--- config.mk ---
export PLATFORM = sky130hd
export DESIGN_NAME = rtype_program_loader
export DESIGN_NICKNAME = d
export VERILOG_FILES = /design/src/rtl/rv_pkg.sv /design/src/rtl/rtype_encoder.sv /design/src/rtl/rtype_program_loader.sv
export SDC_FILE = /design/constraint.sdc
export NUM_CORES = 1
export LEC_CHECK = 0
export CORE_ASPECT_RATIO = 2
export CORE_UTILIZATION = 30
export CTS_CLUSTER_DIAMETER = 40
export DETAILED_ROUTE_END_ITERATION = 8
export GPL_ROUTABILITY_DRIVEN = 1
export GPL_TIMING_DRIVEN = 0
export PLACE_DENSITY = 0.69
export SLEW_MARGIN = 20
export SYNTH_ARGS = -nofsm -noshare
export SYNTH_HDL_FRONTEND = slang
export SYNTH_SLANG_ARGS = --single-unit
--- constraint.sdc ---
create_clock -name clk -period 1.7 [get_ports clk]
set_input_delay 0.34 -clock clk [delete_from_list [all_inputs] [get_ports clk]]
set_output_delay 0.34 -clock clk [all_outputs]
set_load 0.02 [all_outputs]
--- src/rtl/rv_pkg.sv ---
// Shared RV32I R-type encoding constants, ALU control codes and loader state type.
package rv_pkg;

  localparam logic [6:0] OPC_RTYPE = 7'b0110011;

  // ALU control codes, same encoding as the control unit
  localparam logic [3:0] ALU_ADD = 4'b0000;
  localparam logic [3:0] ALU_SUB = 4'b0001;
  localparam logic [3:0] ALU_SLL = 4'b0010;
  localparam logic [3:0] ALU_SLT = 4'b0011;
  localparam logic [3:0] ALU_XOR = 4'b0100;
  localparam logic [3:0] ALU_SRL = 4'b0101;
  localparam logic [3:0] ALU_OR  = 4'b0110;
  localparam logic [3:0] ALU_AND = 4'b0111;

  localparam logic [2:0] F3_ADD_SUB = 3'b000;
  localparam logic [2:0] F3_SLL     = 3'b001;
  localparam logic [2:0] F3_SLT     = 3'b010;
  localparam logic [2:0] F3_XOR     = 3'b100;
  localparam logic [2:0] F3_SRL     = 3'b101;
  localparam logic [2:0] F3_OR      = 3'b110;
  localparam logic [2:0] F3_AND     = 3'b111;

  localparam logic [6:0] F7_BASE = 7'b0000000;
  localparam logic [6:0] F7_ALT  = 7'b0100000;

  typedef enum logic [1:0] {StIdle, StActive, StDone} loader_state_e;

endpackage

--- src/rtl/rtype_encoder.sv ---
// Combinational ALU-request to RV32I R-type word encoder; flags codes with no R-type mapping.
module rtype_encoder
  import rv_pkg::*;
(
  input  logic [3:0]  alu,
  input  logic [4:0]  rd,
  input  logic [4:0]  rs1,
  input  logic [4:0]  rs2,
  output logic [31:0] word,
  output logic        legal
);

  logic [2:0] funct3;
  logic [6:0] funct7;

  // Unmapped codes fall back to the add encoding and report illegal.
  always_comb begin
    funct3 = F3_ADD_SUB;
    funct7 = F7_BASE;
    legal  = 1'b1;
    case (alu)
      ALU_ADD: funct3 = F3_ADD_SUB;
      ALU_SUB: funct7 = F7_ALT;
      ALU_SLL: funct3 = F3_SLL;
      ALU_SLT: funct3 = F3_SLT;
      ALU_XOR: funct3 = F3_XOR;
      ALU_SRL: funct3 = F3_SRL;
      ALU_OR:  funct3 = F3_OR;
      ALU_AND: funct3 = F3_AND;
      default: legal  = 1'b0;
    endcase
  end

  assign word = {funct7, rs2, rs1, funct3, rd, OPC_RTYPE};

endmodule

--- src/rtl/rtype_program_loader.sv ---
// Encodes ALU requests into R-type words and streams them into instruction memory.
// Optional RTYPE_LOADER_ILLEGAL_CHECK_EN: drop codes 1000-1111 and raise sticky err.
module rtype_program_loader
  import rv_pkg::*;
#(
  parameter int unsigned ADDR_W    = 8,
  parameter int unsigned DEPTH     = 256,
  parameter int unsigned BASE_ADDR = 0
) (
  input  logic              clk,
  input  logic              rst,
  input  logic              start,
  input  logic              finish,
  input  logic              req_valid,
  output logic              req_ready,
  input  logic [3:0]        req_alu,
  input  logic [4:0]        req_rd,
  input  logic [4:0]        req_rs1,
  input  logic [4:0]        req_rs2,
  output logic              imem_we,
  output logic [ADDR_W-1:0] imem_addr,
  output logic [31:0]       imem_wdata,
  output logic [ADDR_W:0]   count,
  output logic              busy,
  output logic              done,
  output logic              err
);

`ifdef RTYPE_LOADER_ILLEGAL_CHECK_EN
  localparam bit CheckEn = 1'b1;
`else
  localparam bit CheckEn = 1'b0;
`endif

  localparam logic [ADDR_W:0]   LastCnt  = (ADDR_W + 1)'(DEPTH - 1);
  localparam logic [ADDR_W-1:0] BaseAddr = ADDR_W'(BASE_ADDR);

  loader_state_e     state_q, state_d;
  logic [ADDR_W:0]   count_q, count_d;
  logic [ADDR_W-1:0] ptr_q, ptr_d;
  logic [ADDR_W-1:0] addr_q, addr_d;
  logic [31:0]       wdata_q, wdata_d;
  logic              we_q, we_d;
  logic              err_q, err_d;

  logic [31:0] enc_word;
  logic        enc_legal;
  logic        accept;
  logic        write;

  rtype_encoder u_encoder (
    .alu   (req_alu),
    .rd    (req_rd),
    .rs1   (req_rs1),
    .rs2   (req_rs2),
    .word  (enc_word),
    .legal (enc_legal)
  );

  assign accept = req_valid & (state_q == StActive);
  assign write  = accept & (enc_legal | ~CheckEn);

  always_comb begin
    state_d = state_q;
    count_d = count_q;
    ptr_d   = ptr_q;
    addr_d  = addr_q;
    wdata_d = wdata_q;
    we_d    = 1'b0;
    err_d   = err_q;
    unique case (state_q)
      StIdle, StDone: begin
        if (start) begin
          state_d = StActive;
          count_d = '0;
          ptr_d   = BaseAddr;
          err_d   = 1'b0;
        end
      end
      StActive: begin
        if (write) begin
          we_d    = 1'b1;
          addr_d  = ptr_q;
          wdata_d = enc_word;
          ptr_d   = ptr_q + 1'b1;  // wraps modulo 2**ADDR_W
          count_d = count_q + 1'b1;
        end else if (accept) begin
          err_d = 1'b1;
        end
        if (finish || (write && count_q == LastCnt)) begin
          state_d = StDone;
        end
      end
      default: state_d = StIdle;
    endcase
  end

  always_ff @(posedge clk) begin
    if (rst) begin
      state_q <= StIdle;
      count_q <= '0;
      ptr_q   <= BaseAddr;
      addr_q  <= BaseAddr;
      wdata_q <= '0;
      we_q    <= 1'b0;
      err_q   <= 1'b0;
    end else begin
      state_q <= state_d;
      count_q <= count_d;
      ptr_q   <= ptr_d;
      addr_q  <= addr_d;
      wdata_q <= wdata_d;
      we_q    <= we_d;
      err_q   <= err_d;
    end
  end

  assign busy       = (state_q == StActive);
  assign done       = (state_q == StDone);
  assign req_ready  = busy;
  assign imem_we    = we_q;
  assign imem_addr  = addr_q;
  assign imem_wdata = wdata_q;
  assign count      = count_q;
  assign err        = err_q;

endmodule
# [Yosys cells after proc, flatten, opt, wreduce, memory -nomap -nowiden]
# Cells that the tools add are included.
[word_totals] reg_bits=57 latch_bits=0 mem_bits_rw=0 rom_bits=0 in_bits=24 mem_count=0
[op_classes] addsub=2 n_mul=0 div_mod_pow=0 magnitude_cmp=0 n_eq_ne=13 n_shift=0 mux=12 bitwise_logic=2 n_reduce_logical=9
[ops] cell="2-to-1 mux 9 bit" count=2
[ops] cell="case mux 3 bit (6 select lines)" count=1
[ops] cell="case mux 9 bit (2 select lines)" count=1
[ops] cell="equality test 4 x 3 -> 1 bit (second input constant)" count=4
[ops] cell="2-to-1 mux 8 bit" count=2
[ops] cell="case mux 8 bit (2 select lines)" count=1
[ops] cell="adder 9 x 1 -> 9 bit (second input constant)" count=1
[ops] cell="equality test 9 x 8 -> 1 bit (second input constant)" count=1
[ops] cell="adder 8 x 1 -> 8 bit (second input constant)" count=1
[ops] cell="equality test 4 x 2 -> 1 bit (second input constant)" count=2
[ops] cell="2-to-1 mux 6 bit" count=1
[ops] cell="equality test 4 x 1 -> 1 bit (second input constant)" count=1
[ops] cell="2-to-1 mux 2 bit" count=2
[ops] cell="inequality test 2 x 1 -> 1 bit (second input constant)" count=2
[ops] cell="case mux 2 bit (2 select lines)" count=1
[ops] cell="AND reduction 2 bit" count=2
[ops] cell="OR reduction 2 bit" count=2
[ops] cell="AND reduction 3 bit" count=1
[ops] cell="equality test 2 x 1 -> 1 bit (second input constant)" count=1
[ops] cell="equality test 2 bit (second input constant)" count=1
[ops] cell="logical NOT 2 bit" count=1
[ops] cell="inequality test 2 bit (second input constant)" count=1
[ops] cell="nonzero test 2 bit" count=1
[ops] cell="AND 1 bit" count=1
[ops] cell="other kinds (4)" count=4

# [Depth between registers and ports, before layout]
[logic_depth] depth_word=6 ltp_mapped=7

# [Cells and area by module]
# From an unflattened synthesis, not the netlist that was laid out.
[unflattened] cells_unflattened=334 hier_area_um2=2731.4
[by_module_without_submodules] mod="rtype_program_loader" instances=1 cells_per_inst=297 area_per_inst_um2=2463.6
[by_module_without_submodules] mod="rtype_encoder" instances=1 cells_per_inst=37 area_per_inst_um2=267.8

# [Worst setup path before layout]
# No wires, ideal clock.
[synth_timing] kind="register to register" from="reg count_q[0] (netlist: count[0])" to="reg count_q[8] (netlist: count[8])" setup_ps=65 arrival_ps=1472 required_time_ps=1635 setup_slack_ps=163 path_stages_with_launch=8 path_buffers=0 period_less_slack_ps=1537 path_cell_list="dfxtp_1 ha_1 nand3_1 nor2_1 ha_1 nor4bb_1 a31oi_1 nor2_1"
[synth_via] elab_chain_len=3
[synth_lines] element="start: declaration" line="rtype_program_loader.sv:39" source="logic [ADDR_W:0] count_q, count_d;"
[synth_lines] element="start signal: assignment" line="rtype_program_loader.sv:109" source="count_q <= count_d;"
[synth_lines] element="adder 9 x 1 -> 9 bit" line="rtype_program_loader.sv:86" source="count_d = count_q + 1'b1;"
[synth_lines] element="2-to-1 mux 9 bit" line="rtype_program_loader.sv:81" source="if (write) begin"
[synth_lines] element="case mux 9 bit (2 select lines)" line="rtype_program_loader.sv:71" source="unique case (state_q)"
# Every way passes these cells. The select of a mux whose other input is x is not followed.
# A chain may end at the register's enable or synchronous reset.

# [Worst setup path in the final report]
[layout_timing] from="reg count_q[0] (netlist: count[0])" to="out count[0]"
[layout_lines] element="end: declaration" line="rtype_program_loader.sv:23" source="output logic [ADDR_W:0] count,"
# No word-level cell between the ends.

==> run metrics <==
outcome finished, final reports clean; DP HPWL ~4.4 mm; Synth top cells by count nand2_1 (57), dfxtp_1 (48), a21oi_1 (36); synthesis-stage register bit count 48; DR WL/cell about 13 µm; Top delay family on crit path buffers and inverters; largest net degree at the start of global routing 14; Area contributors post-synth dfxtp_1 (44%), nand2_1 (9.8%), a21oi_1 (8.2%), buf_4 (5.5%), mux2i_1 (4.1%); first-pass GRT wire length 9.377 mm; Max FO, Critical Path 5; Die W roughly 62 µm; Synth warnings 0; CP Buf/Inv Count 1; die area 0.007648 mm²; Post-synth ARST share 0%; sequence of cells on the critical path clkdlybuf4s50_1; clk buf depth 2; Synth Flop Type dfxtp_1; Register-to-Register Path Depth 7; final hold slack roughly 450 ps; Layout fillers a little over 700; initial antenna violation count 0; CTS clk-pin slew, worst paths roughly 60 ps; Hold Fails Final Rpt 0; CP Depth 1; clock skew approximately 3.7 ps; GRT Total Usage approximately 16%; Congestion Overflow GR 0; Core Util, Final 45.24%; hold_buf cts 0; total power per unit cell area just under 800 mW/mm²; starting density of the core between 30% and 40%; number of port buffers 66; worst reg2reg path endpoint count[8]$_SDFFE_PP0P_; EDFF count, synth 0; number of cell rows 43; Top Ports a little under 80; DR pass1 iterations 6; Worst Hold Class reg -> reg; Crit. End Element output port; nets between 300 and 400; number of buffers created by CTS 5; post-route ant nets 0; min cycle time layout 1649 ps; DRC 0; routability cong. 0.8195; vias in the first global route a little under 2000; Die Y about 120 µm; slew at the pin closest to its max-slew limit about 580 ps; H-tree depth 2; area of the core approximately 0.007 mm²; fin crit share slightly below 100%; worst setup path startpoint count[0]$_SDFFE_PP0P_; Yosys top cell area share between 40% and 50%; fmax 606.5 MHz; drt via density approximately 4.8; Slew Limit Headroom between 60% and 70%; Worst Hold Launch imem_wdata[14]$_SDFFE_PP0P_; mean post-synth cell area approximately 8.5 µm²; Max-Cap Viols 0; Inserted Diodes 0; CTS tree built; initial DRC count roughly 50; sequential share of the synthesized area between 40% and 50%; # setup viols final 0; Crit Path Class reg -> out; via count between 2000 and 2500; Worst Path Required about 1400 ps; Pins Over Slew Limit 0; layout cells sized above 1 ~11%; distinct cell type count after synthesis 36; FF-to-FF Start count[1]$_SDFFE_PP0P_; Worst-Skew Late Latency 290 ps; Root Buffer clkbuf_16; area delta synth->final 44.85%; most common cell in the netlist nand2_1; final wirelength approximately 5.8 mm; Static Leak approximately 0.0012 µW; end of the critical path count[0]; critical path arrival 1310 ps; post-synthesis cell area between 0.002 and 0.0025 mm²; RSZ-0062 raised after global routing true; Max IR drop VDD roughly 0.43 mV; critical path's slowest cell clkdlybuf4s50_1; R2R Setup Slk between 150 and 200 ps; Synth area leader dfxtp_1; startpoint types flop; CTS Sinks 48; Mapped Cells 258; Worst path max stage delay 620 ps
## metal layers
layer	track usage [%]	part of all wire, %	routed length (µm)	vias up
met1	15.23	37	2144	982
li1	-	-	-	1025
met3	3.532	3.7	216	11
met2	30.84	56	3256	54
met4	9.593	2.9	166	0
met5	0	0	0	-
## logic make-up after synthesis
family | Yosys count | synth area share, %
and+or+nand+nor | 108 | 25.26
AOI/OAI and AO/OA | 54 | 14.72
DFF | 48 | 43.99
buffers and inverters | 35 | 10.02
muxes | 9 | 4.124
adders and majority gates | 3 | 1.718
other | 1 | 0.1717
## cells in the final DEF (no fill, tap or decap), types with 3 or more instances in the layout
master | synthesis | layout
nand3_1 | 13 | 13
nand2_1 | 57 | 57
buf_4 | 16 | 16
mux2i_1 | 9 | 9
a211oi_1 | 6 | 5
clkbuf_16 | 0 | 5
dlygate4sd2_1 | 0 | 9
or3b_1 | 10 | 10
a21oi_1 | 36 | 36
dlymetal6s2s_1 | 0 | 3
conb_1 | 1 | 10
nand2b_1 | 3 | 3
buf_2 | 7 | 5
nor2_1 | 6 | 5
clkdlybuf4s50_1 | 0 | 54
dfxtp_1 | 48 | 46
nand3b_1 | 10 | 10
inv_1 | 3 | 3
clkbuf_1 | 6 | 7
## report_power, final
part	leakage (µW)	internal, µW	switching, µW
Clock	0.0000712	587	416
Sequential	0.000389	1150	16.9
Combinational	0.000759	163	177
Total	0.00122	1900	610
## worst min-delay path by stage
stage / endpoint / slack, ps / cells after the start
2_1_floorplan: imem_addr[7]$_SDFFE_PP0P_ / 440 / 2
3_3_place_gp: imem_wdata[30]$_SDFFE_PP0P_ / 440 / 2
3_5_place_dp: imem_wdata[15]$_SDFFE_PP0P_ / 450 / 2
4_1_cts: imem_wdata[15]$_SDFFE_PP0P_ / 450 / 2
5_1_grt: imem_wdata[14]$_SDFFE_PP0P_ / 470 / 2
6_report: imem_wdata[14]$_SDFFE_PP0P_ / 450 / 2
## metrics by stage
| step | cells | TNS, ps | power, µW | area [µm²] | worst slack, ps |
|---|---|---|---|---|---|
| final | 430 | 0 | 2507 | 3164 | 51.21 |
| after global routing | 430 | -0.1701 | 2603 | 3164 | -0.1701 |
| after CTS | 431 | 0 | 2532 | 3134 | 0.7570 |
| after detailed placement | 423 | -8113 | 1534 | 2992 | -292.8 |
| after global placement | 423 | -7693 | 1529 | 2992 | -266.0 |
| after floorplan | 267 | 0 | 1383 | 2218 | 162.6 |
## what timing repair did
| item | CTS | global route |
|---|---|---|
| endpoints found under the setup margin | 9 | 27 |
| gates cloned | 0 | 0 |
| buffers inserted | 0 | 0 |
| resized for setup | 11 | 13 |
## area by class of cell
| cell class | instances | area (µm²) | area share (%) |
|---|---|---|---|
| clock buffers | 8 | 146.4 | 4.626 |
| multi-input cells | 184 | 1066 | 33.69 |
| well taps | 90 | 112.6 | 3.559 |
| plain buffers | 31 | 207.7 | 6.564 |
| repair buffers | 66 | 656.9 | 20.76 |
| flip-flops and latches | 48 | 963.4 | 30.45 |
| inverters | 3 | 11.26 | 0.3559 |
## flip-flops by register name (all words and copies together) (netlist names)
name / count
count: 9
imem_addr: 8
imem_wdata: 20
imem_we: 1
ptr_q: 8
state_q: 2
Power figures use the tool's default switching activity.
